--- src/rtl/gb_apu_envelope_multi.sv ---
// Multi-channel Game Boy APU volume envelope: NUM_CH independent saturating envelopes on one shared tick.
// Optional zombie-mode config writes are compiled in by defining GB_APU_ENV_ZOMBIE_EN.

module gb_apu_env_lane #(
   parameter int VOL_W = 4,
   parameter int PER_W = 3
) (
   input  logic             clk,
   input  logic             rst_n,
   input  logic             tick,
   input  logic             start,
   input  logic             cfg_wr,
   input  logic [VOL_W-1:0] init_vol,
   input  logic             inc,
   input  logic [PER_W-1:0] period,
   output logic [VOL_W-1:0] vol,
   output logic             done
);
   localparam logic [VOL_W-1:0] VMAX = '1;

   logic [PER_W-1:0] cnt;
   logic [PER_W-1:0] per;
   logic             dir;
   logic             at_limit;

   assign at_limit = dir ? (vol == VMAX) : (vol == '0);

`ifdef GB_APU_ENV_ZOMBIE_EN
   // Hardware quirk: rewriting config on a live channel corrupts volume, all wrapping.
   logic [VOL_W-1:0] zvol;
   always_comb begin
      zvol = vol;
      if (per == '0 && !done) zvol = zvol + 1'b1;
      else if (!dir)          zvol = zvol + VOL_W'(2);
      if (inc != dir)         zvol = '0 - zvol;
   end
`else
   logic unused_cfg_wr;
   assign unused_cfg_wr = cfg_wr;
`endif

   always_ff @(posedge clk or negedge rst_n) begin
      if (!rst_n) begin
         vol  <= '0;
         cnt  <= '0;
         per  <= '0;
         dir  <= 1'b0;
         done <= 1'b0;
      end else if (start) begin
         vol  <= init_vol;
         per  <= period;
         dir  <= inc;
         cnt  <= period;
         done <= 1'b0;
      end
`ifdef GB_APU_ENV_ZOMBIE_EN
      else if (cfg_wr) begin
         vol <= zvol;
         per <= period;
         dir <= inc;
      end
`endif
      else if (tick && per != '0 && !done) begin
         if (cnt > PER_W'(1)) begin
            cnt <= cnt - 1'b1;
         end else begin
            // Once saturated the channel freezes until the next start.
            cnt <= per;
            if (at_limit)  done <= 1'b1;
            else if (dir)  vol  <= vol + 1'b1;
            else           vol  <= vol - 1'b1;
         end
      end
   end
endmodule

module gb_apu_envelope_multi #(
   parameter int NUM_CH = 3,
   parameter int VOL_W  = 4,
   parameter int PER_W  = 3
) (
   input  logic                    clk,
   input  logic                    rst_n,
   input  logic                    clk_vol_env,
   input  logic [NUM_CH-1:0]       start,
   input  logic [NUM_CH-1:0]       cfg_wr,
   input  logic [NUM_CH*VOL_W-1:0] initial_volume,
   input  logic [NUM_CH-1:0]       envelope_increasing,
   input  logic [NUM_CH*PER_W-1:0] num_envelope_sweeps,
   output logic [NUM_CH*VOL_W-1:0] target_vol,
   output logic [NUM_CH-1:0]       env_done,
   output logic [NUM_CH-1:0]       dac_off
);
   for (genvar c = 0; c < NUM_CH; c++) begin : g_ch
      gb_apu_env_lane #(
         .VOL_W (VOL_W),
         .PER_W (PER_W)
      ) u_lane (
         .clk      (clk),
         .rst_n    (rst_n),
         .tick     (clk_vol_env),
         .start    (start[c]),
         .cfg_wr   (cfg_wr[c]),
         .init_vol (initial_volume[c*VOL_W +: VOL_W]),
         .inc      (envelope_increasing[c]),
         .period   (num_envelope_sweeps[c*PER_W +: PER_W]),
         .vol      (target_vol[c*VOL_W +: VOL_W]),
         .done     (env_done[c])
      );

      // DAC power follows the live register inputs, not the latched envelope.
      assign dac_off[c] = (initial_volume[c*VOL_W +: VOL_W] == '0) && !envelope_increasing[c];
   end
endmodule

--- config.mk ---
export PLATFORM = sky130hd
export DESIGN_NAME = gb_apu_envelope_multi
export DESIGN_NICKNAME = d
export VERILOG_FILES = /design/src/rtl/gb_apu_envelope_multi.sv
export SDC_FILE = /design/constraint.sdc
export NUM_CORES = 1
export LEC_CHECK = 0
export CORE_MARGIN = 2
export CORE_UTILIZATION = 54
export CTS_CLUSTER_SIZE = 8
export DETAILED_ROUTE_END_ITERATION = 10
export HOLD_SLACK_MARGIN = 0.05
export PLACE_DENSITY_LB_ADDON = 0.1
export SLEW_MARGIN = 20
export SYNTH_ARGS = -nofsm -noshare
export SYNTH_HDL_FRONTEND = slang
export SYNTH_SLANG_ARGS = --single-unit
--- constraint.sdc ---
create_clock -name clk -period 3.4 [get_ports clk]
set_input_delay 1.02 -clock clk [delete_from_list [all_inputs] [get_ports clk]]
set_output_delay 1.02 -clock clk [all_outputs]
set_load 0.05 [all_outputs]
---- Word-level counts from Yosys, hierarchy flattened ----
Cells that the tools add are included.
operators by class
  add/sub/neg operators ................... 9
  magnitude comparators ................... 3
  eq/ne operators ......................... 9
  mux-type cells .......................... 39
  reductions and logical operators ........ 36
operator list
  operator                                                               count
  4-bit 2-to-1 mux                                                       15
  3-bit 2-to-1 mux                                                       9
  4-bit logical NOT                                                      6
  3-bit AND reduction                                                    6
  1-bit 2-to-1 mux                                                       15
  4-bit by 1-bit adder with 4-bit output (second input constant)         3
  4-bit equality test (second input constant)                            3
  2-bit != test (second input constant)                                  6
  2-bit nonzero test                                                     6
  4-bit by 1-bit subtractor with 4-bit output (second input constant)    3
  3-bit by 1-bit > comparator with 1-bit output (second input constant)  3
  1-bit logical AND                                                      9
  3-bit nonzero test                                                     3
  3-bit by 1-bit subtractor with 3-bit output (second input constant)    3
  1-bit logical NOT                                                      6
word-level totals
  register bits after elaboration ......... 36
  logic and storage cells ................. 111

---- Depth between registers and ports, before layout ----
Gate-level depths: netlist of run 1.
  depth in word-level cells ............... 6
  mapped depth ............................ 8
  mapped depth without buffers ............ 7

---- Cells and area by module ----
From an unflattened synthesis of run 1, not the netlist that was laid out.
unflattened totals
  cells, all modules ...................... 225
  area, all modules ....................... 2327.2 sq um
modules (own cells, without submodules)
  module                 instances  cells an instance  area each (sq um)  sequential area each (sq um)
  gb_apu_env_lane        3          73                 764.5              300.3
  gb_apu_envelope_multi  1          6                  33.8               0.0

---- Least setup slack after synthesis of run 1 ----
OpenSTA, ideal clock, no wires.
  kind .................................... input-to-output
  from .................................... in initial_volume[1]
  to ...................................... out dac_off[0]
  arrival ................................. 2.187 ns
  data required time ...................... 2.380 ns
  setup slack ............................. 0.193 ns
  cell stages on the path ................. 2
  path through ............................ or4_1 -> nor2_1
on the way
  word-level cells in the longest chain between the ends .. 2
RTL lines
  element            RTL line  RTL
  start, declared    87        input logic [NUM_CH*VOL_W-1:0] initial_volume,
  4-bit logical NOT  112       assign dac_off[c] = (initial_volume[c*VOL_W +: VOL_W] == '0) && !envelope_increasing[c];
  1-bit logical AND  112
  end, declared      92        output logic [NUM_CH-1:0] dac_off
No other way between the ends.

---- Worst setup path after layout of run 1 ----
  from .................................... in initial_volume[9]
  to ...................................... out dac_off[2]
Same word-level chain as after synthesis.

==> reports/qor.yml, run 1 <==
status:
  status: "finished clean"
timing:
  post-route-min-period_ns: 3.32
  fin_worst_skew_ns: 0.00852
  worstMarginPinSlew_ns: 0.593
  fin_setup_tns_ns: 0
  final-setup-viol-count: 0
  slew_viol_final: 0
  finalHoldViolCount: 0
  finalCritPeriodShare: 0.977
  slew_headroom: 0.603
  max_freq_mhz: 301
  rsz0062_at_grt: "no"
synthesis:
  yosysWarnings: 0
  syn_area_per_cell_sq_um: 9.23
  async_reset_ff_frac: 1.00
  synth_cells: 238
  synth_seq_area_share: 0.410
  yosys.cell_types.count: 46
  syn-num-nets: 286
  yosysMostFrequentCell: "dfrtp_1"
  synth-main-ff-cell: "dfrtp_1"
  synth_seq_cells: 36
  synth_edf_count: 0
  synth_top_area_cell: "dfrtp_1"
  ys_top_cells_by_area: "dfrtp_1 41%, ha_1 6.8%, nand2_1 4.8%"
  yosysTopAreaCellShare: 0.410
  synth_area_sq_mm: 0.00220
  synth_commonest_cells: "36 x dfrtp_1, 28 x nand2_1, 19 x inv_1"
floorplan:
  dieArea_sq_mm: 0.00459
  fp.dieW_microns: 67.8
  die_h_microns: 67.8
  core_area_sq_mm: 0.00394
  rows: 23
  start_util: 0.557
  io_pins: 51
power:
  p_leak_uw: 0.00131
  irDropWorstVdd_mv: 0.415
  power.density_mw_per_mm2: 593
  total_power_uw: 1720
route:
  first_pass_iters: 4
  routedLengthMet1_microns: 2130
  viasPerCell: 5.53
  wl_met3_microns: 155
  routed.top_layer: "met4"
  first_iter_violations: 60
  ant_nets: 0
  vias: 1864
  wl_microns: 4640
  drc: 0
  wl_met2_microns: 2310
  wl_per_cell_microns: 13.8
setup_path:
  required_ns: 2.38
  crit_chain: "clkdlybuf4s50_1, or4_1, nor2_2, buf_12"
  critPathMaxStageDelay_ns: 0.55
  crit_type: "in2out"
  r2r_setup_slack_ns: 1.16
  critPathLaunchType: "input port"
  worstPathArrival_ns: 2.30
  crit_path_max_fanout: 2
  slowest_stage: "or4_1"
  cp.buffers_inverters: 2
  critical_path.top_delay_family: "simple AND/OR/NAND/NOR gates"
  cp-end-kind: "output port"
clocking:
  cts_tree: "built"
  clockRootBuffer: "clkbuf_8"
  cts_buffers: 5
  cts_max_path_buffers: 2
  path_clk_slew_ns: 0.06
  cts_sinks: 36
  insertion_delay_ns: 0.29
  htreeDepth: 2
final_layout:
  multi_input_area_sq_mm: 0.00118
  utilization: 0.737
  seqCellArea_sq_um: 901
  layout-drive-gt1-share: 0.0906
  nets: 334
  nFillCells: 299
  diodes: 0
  syn_to_final_growth_pct: 32.3
grt:
  grt_pass1_wl_microns: 7660
  overflow: 0
  grt_max_degree: 37
  antenna_found_initial: 0
  grtUsageTotal: 0.223
  grt_pass1_vias: 1681
placement:
  numPortBuffers: 47
  dp_hpwl_microns: 3480
  place.gp.congestion: 0.849
flow_run:
  cap_violations: 0
min_path:
  hold_class: "reg2reg"
[worst min-delay path: cells and delay by family, from the launching register on]
kind | cells | cell delay [ns]
DFF | 1 | 0.37
and+or+nand+nor | 2 | 0.14
[per-stage QoR]
stage	instances	setup slack, ns	hold slack, ns	instance area (sq um)
2_1_floorplan	238	0.193	0.471	2200
3_3_place_gp	329	0.0615	0.509	2740
3_5_place_dp	329	0.0261	0.515	2740
4_1_cts	337	0.0253	0.543	2900
5_1_grt	337	0.0290	0.574	2910
6_report	337	0.0783	0.536	2910
[metal layers]
metal  global-route usage  vias up
met1                0.293      897
met5                    0        -
met4               0.0600        0
met3               0.0533        4
li1                     -      932
met2                0.369       31
[power breakdown]
part	internal, uW	switching, uW	leakage (uW)
Sequential	498	89.4	0.000436
Clock	367	157	0.0000784
Combinational	263	349	0.000797
Total	1130	596	0.00131
[path summary, 6_finish.rpt]
path                                        from                    end  cells after the start
max                            initial_volume[9]             dac_off[2]                      4
min                           g_ch[1].u_lane.dir     g_ch[1].u_lane.dir                      2
max reg2reg                g_ch[2].u_lane.cnt[1]  g_ch[2].u_lane.vol[3]                      7
min reg2reg                   g_ch[1].u_lane.dir     g_ch[1].u_lane.dir                      2
max in group asynchronous                  rst_n     g_ch[1].u_lane.dir                      2
min in group asynchronous                  rst_n  g_ch[0].u_lane.vol[2]                      2
[placed cells by master (no fill, tap or decap), types with 5 or more instances in the layout]
master	count
clkbuf_8	5
dfrtp_1	36
nor2_1	14
mux2i_1	8
a31oi_1	6
ha_1	12
a21oi_1	10
o21ai_0	18
inv_1	19
o211ai_1	5
nand2_1	28
clkdlybuf4s50_1	44
a21o_1	5
[repair_timing]
item                                    4_1_cts  5_1_grt
endpoints found under the setup margin        0        3
resized for setup                             0        3
hold buffers                                  0        0
setup buffers                                 0        0
[layout make-up]
type                       instances  share of cell area
multi-input combinational        173               0.407
sequential                        36               0.310
timing repair buffer              51               0.183
clock inverter                     3              0.0310
inverter                          19              0.0245
clock buffer                       5              0.0237
tap                               50              0.0215
[registers in the layout, summed over array words and instances, names as in the netlist]
name / flops
g_ch.u_lane.cnt: 9
g_ch.u_lane.dir: 3
g_ch.u_lane.done: 3
g_ch.u_lane.per: 9
g_ch.u_lane.vol: 12
[cell families (layout without fill, tap and decap cells)]
kind of cell	Yosys count	count (layout)	share of synthesized area
simple gates	77	77	0.178
compound gates	62	62	0.177
xor+xnor	8	8	0.0319
fa+ha+maj	15	15	0.0957
buf+inv	29	78	0.0553
flops	36	36	0.410
mux	11	11	0.0519
No activity file was read; power rests on OpenSTA's default activity.
==> run 2, diff against run 1 <==
Settings changed: CORE_ASPECT_RATIO set to 0.8, CTS_CLUSTER_DIAMETER set to 150.
==> reports/qor.yml, run 2 (synthesis results as in run 1) <==
setup_path:
  crit_type: "in2out"
  crit_chain: "clkdlybuf4s50_1, or4_1, nor2_1, buf_12"
  required_ns: 2.38  # about the same
  worstPathArrival_ns: 2.31  # about the same
  critical_path.top_delay_family: "simple AND/OR/NAND/NOR gates"
  cp.buffers_inverters: 2  # unchanged
  critPathLaunchType: "input port"
  cp-end-kind: "output port"
  crit_path_max_fanout: 2  # unchanged
  slowest_stage: "or4_1"
  critPathMaxStageDelay_ns: 0.51  # -0.04 ns
grt:
  grt_pass1_wl_microns: 7330  # -4.3%
  grtUsageTotal: 0.213  # -0.00968
  overflow: 0  # unchanged
  grt_max_degree: 37  # unchanged
  antenna_found_initial: 0  # unchanged
  grt_pass1_vias: 1613  # -4.0%
timing:
  post-route-min-period_ns: 3.33  # +0.0117 ns
  finalCritPeriodShare: 0.980  # +0.00345
  finalHoldViolCount: 0  # unchanged
  final-setup-viol-count: 0  # unchanged
  worstMarginPinSlew_ns: 0.600  # +0.00685 ns
  max_freq_mhz: 300  # -0.35%
  fin_worst_skew_ns: 0.00993  # +0.00142 ns
  slew_headroom: 0.599  # -0.00458
  rsz0062_at_grt: "no"
  fin_setup_tns_ns: 0  # unchanged
  slew_viol_final: 0  # unchanged
flow_run:
  cap_violations: 0  # unchanged
clocking:
  cts_max_path_buffers: 2  # unchanged
  clockRootBuffer: "clkbuf_8"
  htreeDepth: 2  # unchanged
  cts_buffers: 5  # unchanged
  cts_tree: "built"
  path_clk_slew_ns: 0.08  # +0.02 ns
  cts_sinks: 36  # unchanged
  insertion_delay_ns: 0.29  # about the same
power:
  total_power_uw: 1580  # -8.6%
  irDropWorstVdd_mv: 0.384  # -7.5%
  power.density_mw_per_mm2: 549  # -7.4%
  p_leak_uw: 0.00129  # -1.5%
final_layout:
  final_cell_mix: "44 x clkdlybuf4s50_1, 36 x dfrtp_1, 28 x nand2_1"
  largest_reg_flops: 12  # unchanged
  seqCellArea_sq_um: 901  # unchanged
  multi_input_area_sq_mm: 0.00118  # -0.21%
  top_regs: "g_ch.u_lane.vol: 12 flops, g_ch.u_lane.cnt: 9 flops, g_ch.u_lane.per: 9 flops"
  nets: 335  # +0.30%
  diodes: 0  # unchanged
  syn_to_final_growth_pct: 30.7
  final_common_cell: "clkdlybuf4s50_1"
  nFillCells: 314  # +5.0%
  layout-drive-gt1-share: 0.0903  # -0.000315
  regMostFlops: "g_ch.u_lane.vol"
floorplan:
  dieArea_sq_mm: 0.00460  # about the same
  fp.dieW_microns: 75.3  # +11%
  die_h_microns: 61.0  # -9.9%
  core_area_sq_mm: 0.00385  # -2.3%
  rows: 20  # -13%
  start_util: 0.570  # +0.0128
  io_pins: 51  # unchanged
status:
  status: "finished clean"
route:
  wl_per_cell_microns: 13.2  # -4.4%
  drc: 0  # unchanged
  vias: 1809  # -3.0%
  viasPerCell: 5.27  # -4.6%
  first_pass_iters: 4  # unchanged
  ant_nets: 0  # unchanged
  wl_microns: 4520  # -2.7%
  first_iter_violations: 63  # +5.0%
placement:
  place.gp.congestion: 0.805  # -5.2%
  dp_hpwl_microns: 3380  # -3.0%
  numPortBuffers: 47  # unchanged
min_path:
  hold_class: "reg2reg"
## run 2: path summary, 6_finish.rpt
| check | slack, ns | to | from | depth (start not counted) |
|---|---|---|---|---|
| min in group asynchronous | 1.14 | g_ch[1].u_lane.cnt[2] | rst_n | 2 |
| setup / recovery | 0.07 | dac_off[1] | initial_volume[5] | 4 |
| hold / removal | 0.51 | g_ch[1].u_lane.per[0] | g_ch[1].u_lane.per[0] | 2 |
| setup reg to reg | 1.36 | g_ch[2].u_lane.vol[3] | g_ch[2].u_lane.cnt[1] | 7 |
| hold reg to reg | 0.51 | g_ch[1].u_lane.per[0] | g_ch[1].u_lane.per[0] | 2 |
| max in group asynchronous | 1.93 | g_ch[0].u_lane.cnt[0] | rst_n | 2 |
## run 2: per-stage QoR
stage / instance area (sq um) / util / std cells / hold slack [ns] / worst slack, ns
final: 2870 / 0.744 / 343 / 0.514 / 0.0666
after CTS: 2860 / 0.743 / 343 / 0.524 / 0.0376
after detailed placement: 2750 / 0.714 / 335 / 0.507 / 0.0431
after global routing: 2870 / 0.744 / 343 / 0.556 / 0.0236
after floorplan: 2200 / - / 238 / 0.471 / 0.193
after global placement: 2750 / 0.714 / 335 / 0.505 / 0.0783
## run 2: where the power goes
group          switching (uW)  total, uW  internal (uW)  leakage, uW
clock                     160        377            217    0.0000541
sequential               89.7        588            498     0.000436
combinational             347        611            265     0.000802
total                     596       1580            980      0.00129
## run 2: area by class of cell
cell class                      count  share of cell area
Sequential cell                    36               0.314
Tap cell                           55              0.0240
Clock inverter                      3              0.0148
Clock buffer                        5              0.0240
Timing Repair Buffer               52               0.188
Multi-Input combinational cell    173               0.411
Inverter                           19              0.0249
## run 2: what timing repair did
item / CTS / global route
endpoints found under the hold margin: 0 / 0
hold buffers: 0 / 0
setup buffers: 0 / 0
setup endpoints to repair: 0 / 2
gates resized for setup: 0 / 2
## run 2: worst min-delay path, stage by stage (launching register included)
cell      delay [ns]
dfrtp_1         0.36
nand2b_1        0.07
nand2_1         0.06
## run 2: per-layer routing
metal / up-vias / GRT usage / routed length [microns] / part of all wire
met5: - / 0 / 0 / 0
met4: 0 / 0.0451 / 23 / 0.0051
met3: 5 / 0.0622 / 261 / 0.058
met2: 42 / 0.329 / 2040 / 0.45
met1: 821 / 0.304 / 2190 / 0.49
li1: 941 / - / - / -
